[config.mk]
export PLATFORM = sky130hd
export DESIGN_NAME = pc_gen
export DESIGN_NICKNAME = d
export VERILOG_FILES = /design/src/rtl/pc_gen.sv
export SDC_FILE = /design/constraint.sdc
export NUM_CORES = 1
export LEC_CHECK = 0
export ABC_AREA = 1
export ABC_CLOCK_PERIOD_IN_PS = 2400
export CAP_MARGIN = 10
export CORE_MARGIN = 2
export CORE_UTILIZATION = 46
export DETAILED_ROUTE_END_ITERATION = 8
export GPL_TIMING_DRIVEN = 0
export HOLD_SLACK_MARGIN = 0.02
export PLACE_DENSITY = 0.87
export SYNTH_ARGS = -nofsm -noshare
export SYNTH_HDL_FRONTEND = slang
export SYNTH_SLANG_ARGS = --single-unit
[constraint.sdc]
create_clock -name clk -period 2.4 [get_ports clk]
set_input_delay 0.24 -clock clk [delete_from_list [all_inputs] [get_ports clk]]
set_output_delay 0.24 -clock clk [all_outputs]
set_load 0.03 [all_outputs]
[src/rtl/pc_gen.sv]
// pc_gen: program counter generator with fixed-priority redirect selection
// (trap > mret > branch/jump) and a RUN/HOLD FSM that remembers a redirect
// arriving while the pipeline is stalled.
// Optional feature: define PC_VECTORED_TRAP_EN to enable vectored trap entry
// for interrupts (mtvec mode 2'b01, mcause MSB set).
//
// state | meaning
// ------+-----------------------------------------------------------
// RUN   | normal fetch; PC advances or redirects when not stalled
// HOLD  | stalled with a redirect latched; applied when stall drops
module pc_gen #(
    parameter int              XLEN         = 32,
    parameter logic [XLEN-1:0] RESET_VECTOR = {XLEN{1'b0}}
) (
    input  logic            clk,
    input  logic            rst,
    input  logic            stall,
    input  logic            br_true,
    input  logic            jump_en,
    input  logic [XLEN-1:0] alu_result,
    input  logic            epc_taken,
    input  logic [XLEN-1:0] epc,
    input  logic            trap_en,
    input  logic [XLEN-1:0] mtvec,
    input  logic [XLEN-1:0] mcause,
    output logic [XLEN-1:0] pc_out,
    output logic [XLEN-1:0] next_pc,
    output logic            redirect_pending,
    output logic            misalign
);

    typedef enum logic {
        RUN  = 1'b0,
        HOLD = 1'b1
    } state_t;

    state_t          r_state;
    logic [XLEN-1:0] r_pc;
    logic [XLEN-1:0] r_lat_tgt;
    logic            r_lat_trap;

    logic            w_redir;
    logic [XLEN-1:0] w_trap_base;
    logic [XLEN-1:0] w_trap_tgt;
    logic [XLEN-1:0] w_raw_tgt;
    logic [XLEN-1:0] w_tgt;
    logic [XLEN-1:0] w_next_pc;
    logic            w_unused;

    assign w_redir     = trap_en | epc_taken | br_true | jump_en;
    assign w_trap_base = {mtvec[XLEN-1:2], 2'b00};

    // Only some mtvec/mcause bits shape the target in either build.
    assign w_unused = ^{mtvec[1:0], mcause};

`ifdef PC_VECTORED_TRAP_EN
    // Vectored mode adds 4*cause for interrupts; the shift drops the top
    // cause bits, which is the modulo-2^XLEN truncation we want.
    always_comb begin
        w_trap_tgt = w_trap_base;
        if (mtvec[1:0] == 2'b01 && mcause[XLEN-1])
            w_trap_tgt = w_trap_base + {mcause[XLEN-3:0], 2'b00};
    end
`else
    // Direct mode only: every trap enters at the aligned base.
    always_comb begin
        w_trap_tgt = w_trap_base;
    end
`endif

    // Fixed-priority redirect source; bit 0 is always cleared, bit 1 is kept
    // so a misaligned target can be flagged.
    always_comb begin
        w_raw_tgt = alu_result;
        if (trap_en)
            w_raw_tgt = w_trap_tgt;
        else if (epc_taken)
            w_raw_tgt = epc;
        w_tgt = {w_raw_tgt[XLEN-1:1], 1'b0};
    end

    // Next PC: the exact value the register takes at the coming edge.
    always_comb begin
        w_next_pc = r_pc;
        if (rst) begin
            w_next_pc = RESET_VECTOR;
        end else if (!stall) begin
            if (r_state == HOLD)
                w_next_pc = trap_en ? w_tgt : r_lat_tgt;
            else
                w_next_pc = w_redir ? w_tgt : r_pc + XLEN'(4);
        end
    end

    // PC register and RUN/HOLD FSM with the latched redirect.
    always_ff @(posedge clk) begin
        if (rst) begin
            r_pc       <= RESET_VECTOR;
            r_state    <= RUN;
            r_lat_tgt  <= {XLEN{1'b0}};
            r_lat_trap <= 1'b0;
        end else begin
            r_pc <= w_next_pc;
            case (r_state)
                RUN: begin
                    if (stall && w_redir) begin
                        r_lat_tgt  <= w_tgt;
                        r_lat_trap <= trap_en;
                        r_state    <= HOLD;
                    end
                end
                HOLD: begin
                    if (stall) begin
                        // A latched trap is never displaced by a lesser redirect.
                        if (w_redir && !(r_lat_trap && !trap_en)) begin
                            r_lat_tgt  <= w_tgt;
                            r_lat_trap <= trap_en;
                        end
                    end else begin
                        r_state <= RUN;
                    end
                end
                default: r_state <= RUN;
            endcase
        end
    end

    assign pc_out           = r_pc;
    assign next_pc          = w_next_pc;
    assign redirect_pending = (r_state == HOLD);
    assign misalign         = !rst && w_redir && w_tgt[1];

endmodule

Yosys cells after proc, flatten, opt, wreduce, memory -nomap -nowiden
Cells that the tools add are included. W data, S select, Z words.

Input port bits: 135. Register bits: 66. Memories kept: 0. Word-level logic and storage cells: 39. Bits in latches: 0. Memory bits (read-only): 0. Bits in writable memories: 0.

Div/mod/pow operators: 0. Shifts and indexed selects: 0. Order comparisons: 0. Eq/ne operators: 3. Add/subtract/negate cells: 1. Mux-type cells: 18. Multipliers: 0. Reduce and logical (&&, ||, !) cells: 9. Bitwise operators: 4.

Operators by type and width (number): $mux W32 (10); $pmux W32 S2 (1); $add A32 B3 Y32 const B (1); $logic_and A1 B1 Y1 (5); $mux W1 (5); $ne A2 B2 Y1 const B (2); $pmux W1 S2 (2); $logic_not A1 Y1 (3); $or A1 B1 Y1 (3); $reduce_and A3 Y1 (1); $ne A2 B1 Y1 const B (1); $not A1 Y1 (1).

Longest topological paths before layout
Gate-level depths: netlist of run 1.

Word-level depth: 7. Gate-level depth with buffers: 11. Mapped depth without buffers: 11.

Least setup slack after synthesis of run 1
Ideal clock, no wire load.

Path kind: flip-flop to output port. Start: register r_pc[3] (netlist: pc_out[3]). End: output port next_pc[10]. Buffers on the path: 0. Cell stages (with the launch flop): 9. Data arrival time: 2.110 ns. Slack: 0.050 ns. Required time: 2.160 ns. Path through: dfxtp_1 -> ha_1 -> nand2_1 -> nor2_1 -> nand2_1 -> xor2_1 -> nand2_1 -> nand3_1 -> o21ai_0.

Cells in the longest elaborated chain, start to end: 5.

RTL lines: from (decl) (RTL line 38) `logic [XLEN-1:0] r_pc;`; from (signal assigned) (RTL line 103) `r_pc <= w_next_pc;`; $add A32 B3 Y32 (RTL line 91) `w_next_pc = w_redir ? w_tgt : r_pc + XLEN'(4);`; $mux W32 (RTL line 91); $mux W32 (RTL line 88) `if (r_state == HOLD)`; $mux W32 (RTL line 87) `end else if (!stall) begin`; $mux W32 (RTL line 85) `if (rst) begin`; to (decl) (RTL line 27) `output logic [XLEN-1:0] next_pc,`.

No other way between the ends.

Final worst setup path of run 1
Start: register r_pc[2] (netlist: pc_out[2]). End: output port next_pc[18].

Same word-level chain as after synthesis.

==> results of run 1 <==
[timing repair]
| action | in CTS | in global routing |
|---|---|---|
| resized for setup | 141 | 65 |
| pin swaps | 3 | 8 |
| endpoints found under the setup margin | 33 | 30 |
| buffers inserted | 6 | 7 |
| gates cloned | 0 | 0 |
[area by class of cell]
class / instances / area share (%)
clock buffer: 11 / 2.24
clock inverter: 3 / 0.260
inverter: 69 / 3.88
multi-input combinational: 582 / 43.8
tap: 133 / 2.47
timing repair buffer: 174 / 24.3
buffer: 39 / 3.34
sequential: 65 / 19.7
[routing by layer]
layer  vias to the layer above  track usage [%]  share of wire [%]
met5                         -                0                  0
met4                         0             15.0                3.8
met3                        68             6.86                 13
met2                       482             54.0                 45
met1                      2776             42.0                 39
li1                       2895                -                  -
[worst reg2reg max path: cells and delay by family (launching register included)]
| kind | cells | cell delay, ps |
|---|---|---|
| buffers and inverters | 1 | 110 |
| xor gates and xnor gates | 1 | 140 |
| and+or+nand+nor | 7 | 760 |
| adders and majority gates | 1 | 140 |
| DFF | 1 | 390 |
[power breakdown]
group          leakage [uW]  switching (uW)  total (uW)  internal [uW]
logic               0.00213             653        1100            445
registers          0.000545            89.6        1260           1170
clock network     0.0000871             459         875            417
[per-stage QoR]
stage,hold slack [ps],TNS [ps],instances,utilization [%],worst slack (ps)
floorplan,424,0,755,-,49.7
detailed placement,440,-15420,1049,65.3,-626
finish,246,0,1076,69.3,15.6
global placement,434,-15030,1049,65.3,-609
global route,263,-251,1076,69.3,-66.2
CTS,243,-70.6,1069,68.2,-39.5
[registers in the layout, summed over array words and instances (netlist names)]
name / cells
pc_out: 32
r_lat_trap: 1
r_lat_tgt: 31
redirect_pending: 1
[synthesized netlist by cell type, types with 6 or more instances]
cell type | n | area (sq um)
dfxtp_1 | 65 | 1300
a21oi_1 | 124 | 621
nand4_1 | 14 | 87.6
clkbuf_1 | 13 | 48.8
a211oi_1 | 7 | 52.6
nand3_1 | 38 | 190
buf_2 | 18 | 90.1
nand2_1 | 163 | 612
o21ai_1 | 6 | 30.0
inv_2 | 7 | 26.3
o21ai_0 | 59 | 295
nor2_1 | 110 | 413
o31ai_1 | 10 | 75.1
xor2_1 | 7 | 61.3
inv_1 | 62 | 233
[final timing paths]
path,from,end
hold / removal,stall,r_lat_tgt[9]
hold reg to reg,r_lat_tgt[25],r_lat_tgt[25]
setup reg to reg,pc_out[2],pc_out[12]
setup / recovery,pc_out[2],next_pc[18]
[cells by family after synthesis]
group | synth area share, %
xor+xnor | 1.72
simple gates | 32.5
fa+ha+maj | 0.274
buf+inv | 10.3
compound gates | 26.8
flops | 28.5
==> summary.txt, run 1 <==
Logic synthesis
  – Syn nets: 891
  – Post-synthesis cell type count: 37
  – Main synth FF type: dfxtp_1
  – Post-Syn Area per Cell: 6.05 sq um
  – #FFs+latches synth: 65
  – Part of the Yosys area used for sequential elements: 28.5%
  – Post-synth EDFFs: 0
  – Syn Inst Count: 755
  – Post-Syn Area: 4570 sq um
  – Yosys warns: 0
  – Async set-reset flop share out of synthesis: 0%

Routing
  – Total routed wirelength: 18.5 mm
  – Drc violations: 0
  – First-pass detailed-route iteration total: 7
  – WL/cell: 17.2 microns
  – Via count: 6221
  – Vias/cell: 5.78
  – Post-DRT Antenna Nets: 0
  – Iter 0 DRT Violations: 707

STA
  – Slew Limit Fails: 0
  – Max Freq: 419 MHz
  – Slew Limit Headroom: 58.4%
  – Setup violations, final: 0
  – Fin crit period: 2380 ps
  – Hold Fails Final Rpt: 0
  – Tcrit/Tclk final: 99.3%
  – Slew @ Worst Pin: 624 ps
  – RSZ-0062 raised after global routing: yes
  – Skew final: 15.5 ps

Global route
  – First-pass GRT wire length: 28.2 mm
  – Initial antenna violation count: 0
  – GRT Total Usage: 33.0%
  – Vias in the first global route: 5666
  – Remaining Overflow, GRT: 0
  – Largest net degree at the start of global routing: 11

Clock network
  – Hold-fix buffers, CTS: 0
  – CTS max path bufs: 2
  – Root Buffer: clkbuf_8
  – TritonCTS sink count: 65
  – CTS tree: done
  – Clock latency on the worst-skew pair: 370 ps
  – CTS clock-pin slew for the worst setup and hold paths: 80 ps
  – H-tree levels: 3
  – CTS buffer count: 9

Pwr
  – Total Power: 3230 uW
  – PD cells: 479 nW/um^2
  – Maximum vdd drop: 0.224 mV
  – Static Leak: 0.00276 uW

Die
  – Core ar.: 9730 sq um
  – Die X-Extent: 104 microns
  – Die height: 104 microns
  – Boundary Pins: 201
  – DIE AREA: 10700 sq um
  – Row cnt: 36
  – Initial Util: 47.0%

Critical path
  – CP Max Fanout: 5
  – WP depth: 11
  – CP max stage cell: dfxtp_4
  – Max stage delay on crit path: 390 ps
  – Crit path top cell by count: nand2_1
  – Critical Path RT: 2160 ps
  – Cell Chain, Critical Path: ha_4, nand2_1, nor2_2, nand3_1, nor2_2, nand2_1, nand2_1, o21ai_1, nand2_1, nand2_1, clkdlybuf4s15_2
  – R2R depth: 10
  – Crit path max-delay family: simple AND/OR/NAND/NOR gates
  – Critical path endpoint category: output port
  – Buf+Inv Stages, Crit Path: 1
  – R2R Setup Slk: 740 ps
  – Startpoint Class: register
  – Crit path DAT: 2140 ps
  – Kind of critical path: register to output port

Finish
  – Reg area: 1330 sq um
  – Share of cells above drive strength 1: 17.0%
  – NumNets Final: 1076
  – Fill cell count: 842
  – Synthesis-to-finish area growth: 47.6%
  – Post-Layout Inst Area: 6750 sq um
  – Most frequent cells in the layout: nand2_1 (159), clkdlybuf4s50_1 (127), a21oi_1 (111)
  – Most common cell after layout, fill and taps aside: nand2_1
  – Inserted Diodes: 0
  – Area of the multi-input gates: 2950 sq um

Place
  – Detailed Place HPWL: 13.8 mm
  – Final GP Congestion: 1.04
  – # port buffers: 161
  – Cell Area, Placed: 6350 sq um

Run status
  – Status: finished clean

Hold path
  – Hold path cells: 3
  – Worst Hold Class: primary input to register

Flow run
  – MaxCap Viol Count: 0
Power figures use the tool's default switching activity.
==> run 2, diff against run 1 <==
--- a/config.mk
+++ b/config.mk
@@ -9,11 +9,12 @@
 export ABC_CLOCK_PERIOD_IN_PS = 2400
 export CAP_MARGIN = 10
 export CORE_MARGIN = 2
-export CORE_UTILIZATION = 46
+export CORE_UTILIZATION = 47
+export CTS_BUF_LIST = sky130_fd_sc_hd__clkbuf_4 sky130_fd_sc_hd__clkbuf_8
 export DETAILED_ROUTE_END_ITERATION = 8
 export GPL_TIMING_DRIVEN = 0
 export HOLD_SLACK_MARGIN = 0.02
-export PLACE_DENSITY = 0.87
+export PLACE_DENSITY = 0.88
 export SYNTH_ARGS = -nofsm -noshare
 export SYNTH_HDL_FRONTEND = slang
 export SYNTH_SLANG_ARGS = --single-unit
==> summary.txt, run 2 (synthesis results as in run 1) <==
Run status
  – Status: finished clean (unchanged)

Pwr
  – Maximum vdd drop: 0.290 mV (was 0.224 mV)
  – Static Leak: 0.00277 uW (was 0.00276 uW)
  – Total Power: 3430 uW (was 3230 uW)
  – P_sw: 1230 uW (was 1200 uW)
  – Internal power: 2200 uW (was 2030 uW)
  – Comb pwr share: 32.1% (was 34.0%)
  – Clk pwr share: 31.2% (was 27.1%)
  – Sw Share: 36.0% (was 37.2%)
  – PD cells: 506 nW/um^2 (was 479 nW/um^2)
  – Reg power frac: 36.7% (was 38.9%)

Critical path
  – Startpoint Class: register (unchanged)
  – Crit path DAT: 2160 ps (was 2140 ps)
  – Critical path endpoint category: output port (unchanged)
  – R2r startpoint: pc_out[2] (unchanged)
  – CP endpoint: next_pc[12] (was next_pc[18])
  – R2R depth: 9 (was 10)
  – Reg2reg end: pc_out[12] (unchanged)
  – R2R Setup Slk: 690 ps (was 740 ps)
  – Critical Path RT: 2160 ps (about the same)
  – Crit path from: pc_out[2] (unchanged)
  – Kind of critical path: register to output port (unchanged)
  – CP Max Fanout: 5 (unchanged)

Clock network
  – Clock latency on the worst-skew pair: 350 ps (was 370 ps)
  – CTS max path bufs: 2 (unchanged)
  – CTS buffer count: 9 (unchanged)
  – TritonCTS sink count: 65 (unchanged)
  – Hold-fix buffers, CTS: 0 (unchanged)
  – CTS clock-pin slew for the worst setup and hold paths: 80 ps (about the same)
  – CTS tree: done (unchanged)
  – Root Buffer: clkbuf_8 (unchanged)
  – H-tree levels: 3 (unchanged)

Global route
  – First-pass GRT wire length: 28.7 mm (was 28.2 mm)
  – Initial antenna violation count: 0 (unchanged)
  – Largest net degree at the start of global routing: 13 (was 11)
  – Vias in the first global route: 5672 (was 5666)
  – GRT Total Usage: 35.6% (was 33.0%)
  – Remaining Overflow, GRT: 0 (unchanged)

STA
  – Worst setup margin: 2.07 ps (was 15.6 ps)
  – Tcrit/Tclk final: 99.9% (was 99.3%)
  – Hold Fails Final Rpt: 0 (unchanged)
  – Slew Limit Fails: 0 (unchanged)
  – Skew final: 8.64 ps (was 15.5 ps)
  – Setup violations, final: 0 (unchanged)
  – Slew @ Worst Pin: 683 ps (was 624 ps)
  – Max Freq: 417 MHz (was 419 MHz)
  – Fin crit period: 2400 ps (was 2380 ps)
  – Slew Limit Headroom: 54.5% (was 58.4%)
  – RSZ-0062 raised after global routing: yes (unchanged)

Hold path
  – Hold path cells: 3 (unchanged)
  – Worst Hold Class: primary input to register (unchanged)

Finish
  – Largest register FFs: 32 (unchanged)
  – Synthesis-to-finish area growth: 48.3% (was 47.6%)
  – Most frequent cells in the layout: nand2_1 (160), clkdlybuf4s50_1 (127), a21oi_1 (112) (was nand2_1 (159), clkdlybuf4s50_1 (127), a21oi_1 (111))
  – Inserted Diodes: 0 (unchanged)
  – NumNets Final: 1074 (was 1076)
  – Most common cell after layout, fill and taps aside: nand2_1 (unchanged)
  – Share of cells above drive strength 1: 17.5% (was 17.0%)

Die
  – DIE AREA: 10500 sq um (was 10700 sq um)
  – Die X-Extent: 103 microns (was 104 microns)
  – Initial Util: 49.0% (was 47.0%)
  – Row cnt: 35 (was 36)
  – Boundary Pins: 201 (unchanged)
  – Die height: 103 microns (was 104 microns)
  – Core ar.: 9330 sq um (was 9730 sq um)

Place
  – Detailed Place HPWL: 14.0 mm (was 13.8 mm)
  – # port buffers: 161 (unchanged)
  – Pre-CTS WS: -621 ps (was -626 ps)
  – Final GP Congestion: 1.05 (was 1.04)

Routing
  – Drc violations: 0 (unchanged)
  – Iter 0 DRT Violations: 670 (was 707)
  – Post-DRT Antenna Nets: 0 (unchanged)
  – First-pass detailed-route iteration total: 7 (unchanged)
  – WL/cell: 17.9 microns (was 17.2 microns)
  – Via count: 6307 (was 6221)
  – Vias/cell: 5.88 (was 5.78)
  – Total routed wirelength: 19.2 mm (was 18.5 mm)

Flow run
  – MaxCap Viol Count: 0 (unchanged)
==> run 2: cell count changes in the layout (fill, tap and decap cells not counted), sizes merged <==
cell	before	now
clkinv	2	4
dlygate4sd2	7	6
clkbuf	26	32
clkdlybuf4s18	0	2
clkdlybuf4s15	9	2
buf	55	51
bufinv	0	2
==> run 2: worst max-delay path, stage by stage (launching register included) <==
cell	delay [ps]
dfxtp_4	390
ha_4	140
nand2_1	70
nor2_2	170
nand2_2	160
nor2_4	180
xor2_1	90
nand2_1	90
nand4_1	190
nand2_1	120
buf_2	200
==> run 2: final cells by class <==
cell class,count,area [sq um]
timing repair buffer,172,1590
tap,129,161
multi-input combinational,582,2990
inverter,69,262
buffer,39,233
clock buffer,9,124
fill,783,2550
sequential,65,1330
clock inverter,7,95.1
==> run 2: per-stage QoR <==
| stage | hold WS [ps] | setup TNS [ps] | area [sq um] | cells | util [%] |
|---|---|---|---|---|---|
| floorplan | 424 | 0 | 4570 | 755 | - |
| global placement | 432 | -15900 | 6340 | 1045 | 68.0 |
| detailed placement | 438 | -16110 | 6340 | 1045 | 68.0 |
| CTS | 247 | 0 | 6680 | 1068 | 71.6 |
| global route | 270 | -192 | 6780 | 1072 | 72.6 |
| finish | 254 | 0 | 6780 | 1072 | 72.6 |
==> run 2: worst min path at each step <==
stage	from	to
after detailed placement	r_lat_tgt[21]	r_lat_tgt[21]
after floorplan	r_lat_tgt[16]	r_lat_tgt[16]
after global placement	r_lat_tgt[8]	r_lat_tgt[8]
after CTS	stall	r_lat_tgt[9]
final	stall	r_lat_tgt[9]
after global routing	stall	r_lat_tgt[5]
==> run 2: metal layers <==
metal | wire length, microns | global-route usage (%) | share of wire (%)
met1 | 7080 | 46.7 | 37
met2 | 8660 | 55.4 | 45
met3 | 2630 | 8.00 | 14
met4 | 832 | 17.0 | 4.3
met5 | 0 | 0 | 0
==> run 2: power groups by stage <==
| stage | sequential, uW | combinational, uW | clock, uW |
|---|---|---|---|
| after floorplan | 1340 | 505 | 0 |
| after global placement | 1270 | 1050 | 0 |
| after detailed placement | 1270 | 1060 | 0 |
| after CTS | 1250 | 1060 | 1050 |
| after global routing | 1270 | 1170 | 1100 |
| final | 1260 | 1100 | 1070 |
==> run 2: what timing repair did <==
item | CTS | global route
endpoints found under the setup margin | 33 | 28
buffers inserted | 7 | 4
gates resized for setup | 132 | 93
pin swaps | 4 | 4
==> run 3, diff against run 2 <==
--- a/config.mk
+++ b/config.mk
@@ -6,15 +6,16 @@
 export NUM_CORES = 1
 export LEC_CHECK = 0
 export ABC_AREA = 1
-export ABC_CLOCK_PERIOD_IN_PS = 2400
 export CAP_MARGIN = 10
+export CELL_PAD_IN_SITES_DETAIL_PLACEMENT = 0
+export CELL_PAD_IN_SITES_GLOBAL_PLACEMENT = 1
 export CORE_MARGIN = 2
-export CORE_UTILIZATION = 47
+export CORE_UTILIZATION = 31
 export CTS_BUF_LIST = sky130_fd_sc_hd__clkbuf_4 sky130_fd_sc_hd__clkbuf_8
 export DETAILED_ROUTE_END_ITERATION = 8
 export GPL_TIMING_DRIVEN = 0
 export HOLD_SLACK_MARGIN = 0.02
-export PLACE_DENSITY = 0.88
+export PLACE_DENSITY = 0.89
 export SYNTH_ARGS = -nofsm -noshare
 export SYNTH_HDL_FRONTEND = slang
 export SYNTH_SLANG_ARGS = --single-unit
==> summary.txt, run 3 (synthesis results as in run 1) <==
Run status
  – Status: finished clean (unchanged)

Critical path
  – R2r startpoint: pc_out[2] (unchanged)
  – R2R depth: 9 (unchanged)
  – CP Max Fanout: 10 (was 5)
  – Crit path from: redirect_pending (was pc_out[2])
  – CP endpoint: next_pc[9] (was next_pc[12])
  – Critical Path RT: 2160 ps (about the same)
  – Kind of critical path: register to output port (unchanged)
  – Crit path DAT: 2090 ps (was 2160 ps)
  – Startpoint Class: register (unchanged)
  – R2R Setup Slk: 720 ps (was 690 ps)
  – Reg2reg end: pc_out[20] (was pc_out[12])
  – Critical path endpoint category: output port (unchanged)

Finish
  – Most common cell after layout, fill and taps aside: nand2_1 (unchanged)
  – Inserted Diodes: 0 (unchanged)
  – Largest register FFs: 32 (unchanged)
  – Share of cells above drive strength 1: 18.3% (was 17.5%)
  – Most frequent cells in the layout: nand2_1 (156), clkdlybuf4s50_1 (127), a21oi_1 (111) (was nand2_1 (160), clkdlybuf4s50_1 (127), a21oi_1 (112))
  – NumNets Final: 1078 (was 1074)
  – Synthesis-to-finish area growth: 51.0% (was 48.3%)
  – Post-Layout Inst Area: 6900 sq um (was 6780 sq um)
  – Fill cell count: 1477 (was 783)

Pwr
  – PD cells: 496 nW/um^2 (was 506 nW/um^2)
  – Comb pwr share: 32.4% (was 32.1%)
  – Internal power: 2210 uW (was 2200 uW)
  – Static Leak: 0.00279 uW (was 0.00277 uW)
  – Reg power frac: 36.8% (was 36.7%)
  – Sw Share: 35.5% (was 36.0%)
  – Maximum vdd drop: 0.236 mV (was 0.290 mV)
  – P_sw: 1220 uW (was 1230 uW)
  – Clk pwr share: 30.7% (was 31.2%)

Place
  – # port buffers: 161 (unchanged)
  – Pre-CTS WS: -701 ps (was -621 ps)
  – Detailed Place HPWL: 15.2 mm (was 14.0 mm)
  – Cell Area, Placed: 6410 sq um (was 6340 sq um)
  – Final GP Congestion: 0.865 (was 1.05)

STA
  – Hold Fails Final Rpt: 0 (unchanged)
  – Worst setup margin: 68.3 ps (was 2.07 ps)
  – Max Freq: 429 MHz (was 417 MHz)
  – Skew final: 5.64 ps (was 8.64 ps)
  – Slew Limit Headroom: 52.7% (was 54.5%)
  – Fin crit period: 2330 ps (was 2400 ps)
  – Slew @ Worst Pin: 710 ps (was 683 ps)
  – Tcrit/Tclk final: 97.2% (was 99.9%)
  – Slew Limit Fails: 0 (unchanged)
  – RSZ-0062 raised after global routing: yes (unchanged)
  – Setup violations, final: 0 (unchanged)
  – Final hold slack: 252 ps (was 254 ps)

Routing
  – Via count: 5990 (was 6307)
  – Total routed wirelength: 19.9 mm (was 19.2 mm)
  – Iter 0 DRT Violations: 630 (was 670)
  – Vias/cell: 5.30 (was 5.88)
  – WL/cell: 17.6 microns (was 17.9 microns)
  – First-pass detailed-route iteration total: 6 (was 7)
  – Post-DRT Antenna Nets: 0 (unchanged)
  – Drc violations: 0 (unchanged)

Global route
  – Initial antenna violation count: 0 (unchanged)
  – GRT Total Usage: 24.6% (was 35.6%)
  – M2 GR Usage: 40.6% (was 55.4%)
  – Global-route layer with the greatest usage: met2 (unchanged)
  – First-pass GRT wire length: 30.5 mm (was 28.7 mm)
  – Met1 global-route usage: 33.0% (was 46.7%)
  – Largest net degree at the start of global routing: 11 (was 13)
  – Remaining Overflow, GRT: 0 (unchanged)
  – Met3 Use GR: 3.85% (was 8.00%)
  – Vias in the first global route: 5598 (was 5672)

Die
  – Die X-Extent: 125 microns (was 103 microns)
  – Boundary Pins: 201 (unchanged)
  – DIE AREA: 15700 sq um (was 10500 sq um)
  – Row cnt: 44 (was 35)
  – Die height: 125 microns (was 103 microns)
  – Initial Util: 31.6% (was 49.0%)
  – Core ar.: 14500 sq um (was 9330 sq um)

Clock network
  – H-tree levels: 3 (unchanged)
  – Clock latency on the worst-skew pair: 360 ps (was 350 ps)
  – CTS tree: done (unchanged)
  – CTS buffer count: 9 (unchanged)
  – TritonCTS sink count: 65 (unchanged)
  – CTS clock-pin slew for the worst setup and hold paths: 80 ps (about the same)
  – Root Buffer: clkbuf_8 (unchanged)
  – CTS max path bufs: 2 (unchanged)
  – Hold-fix buffers, CTS: 0 (unchanged)

Hold path
  – Worst Hold Class: primary input to register (unchanged)

Flow run
  – MaxCap Viol Count: 0 (unchanged)
[run 3: cell types whose count changed in the layout (fill, tap and decap cells not counted), moves of 3 or more]
cell             delta
buf_4               +3
clkbuf_4            -4
clkbuf_8            +4
clkdlybuf4s15_2     +3
nand2_1             -4
nand2_2             +4
nor2_1              +5
nor2_2              -7
nor2_4              +3
[run 3: repair_timing]
action / 4_1_cts / 5_1_grt
gates resized for setup: 159 / 78
gates cloned: 0 / 1
buffers inserted: 4 / 10
setup endpoints to repair: 33 / 31
pin swaps: 2 / 8
[run 3: per-layer routing]
layer | share of wire (%) | wire, microns
met3 | 8.0 | 1590
met1 | 43 | 8570
met4 | 2.3 | 466
met2 | 47 | 9300
met5 | 0 | 0
[run 3: power by group through the flow]
stage	Combinational, uW	Sequential (uW)	Clock [uW]
2_1_floorplan	505	1340	0
4_1_cts	1080	1260	1050
6_report	1110	1260	1050
3_5_place_dp	1080	1280	0
5_1_grt	1190	1270	1100
3_3_place_gp	1070	1280	0
[run 3: worst max-delay path, stage by stage (launching register included)]
cell,delay [ps]
dfxtp_2,370
buf_6,160
inv_4,130
nand4_4,170
buf_4,190
a21oi_1,100
o21ai_0,120
a21oi_1,170
clkdlybuf4s15_2,320
[run 3: through the flow]
| step | power, uW | TNS (ps) | util (%) | cells |
|---|---|---|---|---|
| CTS | 3380 | -60.4 | 46.4 | 1119 |
| detailed placement | 2360 | -17670 | 44.3 | 1100 |
| floorplan | 1840 | 0 | - | 755 |
| global route | 3560 | -16.4 | 47.7 | 1130 |
| finish | 3420 | 0 | 47.7 | 1130 |
| global placement | 2350 | -17620 | 44.3 | 1100 |
[run 3: final cells by class]
cell class / count / area (sq um) / area share (%)
Clock buffer: 13 / 179 / 2.59
Sequential cell: 65 / 1330 / 19.3
Tap cell: 184 / 230 / 3.34
Buffer: 39 / 243 / 3.52
Clock inverter: 2 / 35.0 / 0.508
Multi-Input combinational cell: 583 / 3000 / 43.5
Inverter: 69 / 262 / 3.79
Timing Repair Buffer: 175 / 1620 / 23.5
[run 3: how the worst min path moves through the flow]
stage | startpoint | to | depth (start not counted)
after floorplan | r_lat_tgt[16] | r_lat_tgt[16] | 2
after global placement | r_lat_tgt[21] | r_lat_tgt[21] | 2
after detailed placement | r_lat_tgt[21] | r_lat_tgt[21] | 2
after CTS | stall | r_lat_tgt[9] | 3
after global routing | stall | r_lat_tgt[17] | 3
final | stall | r_lat_tgt[20] | 3
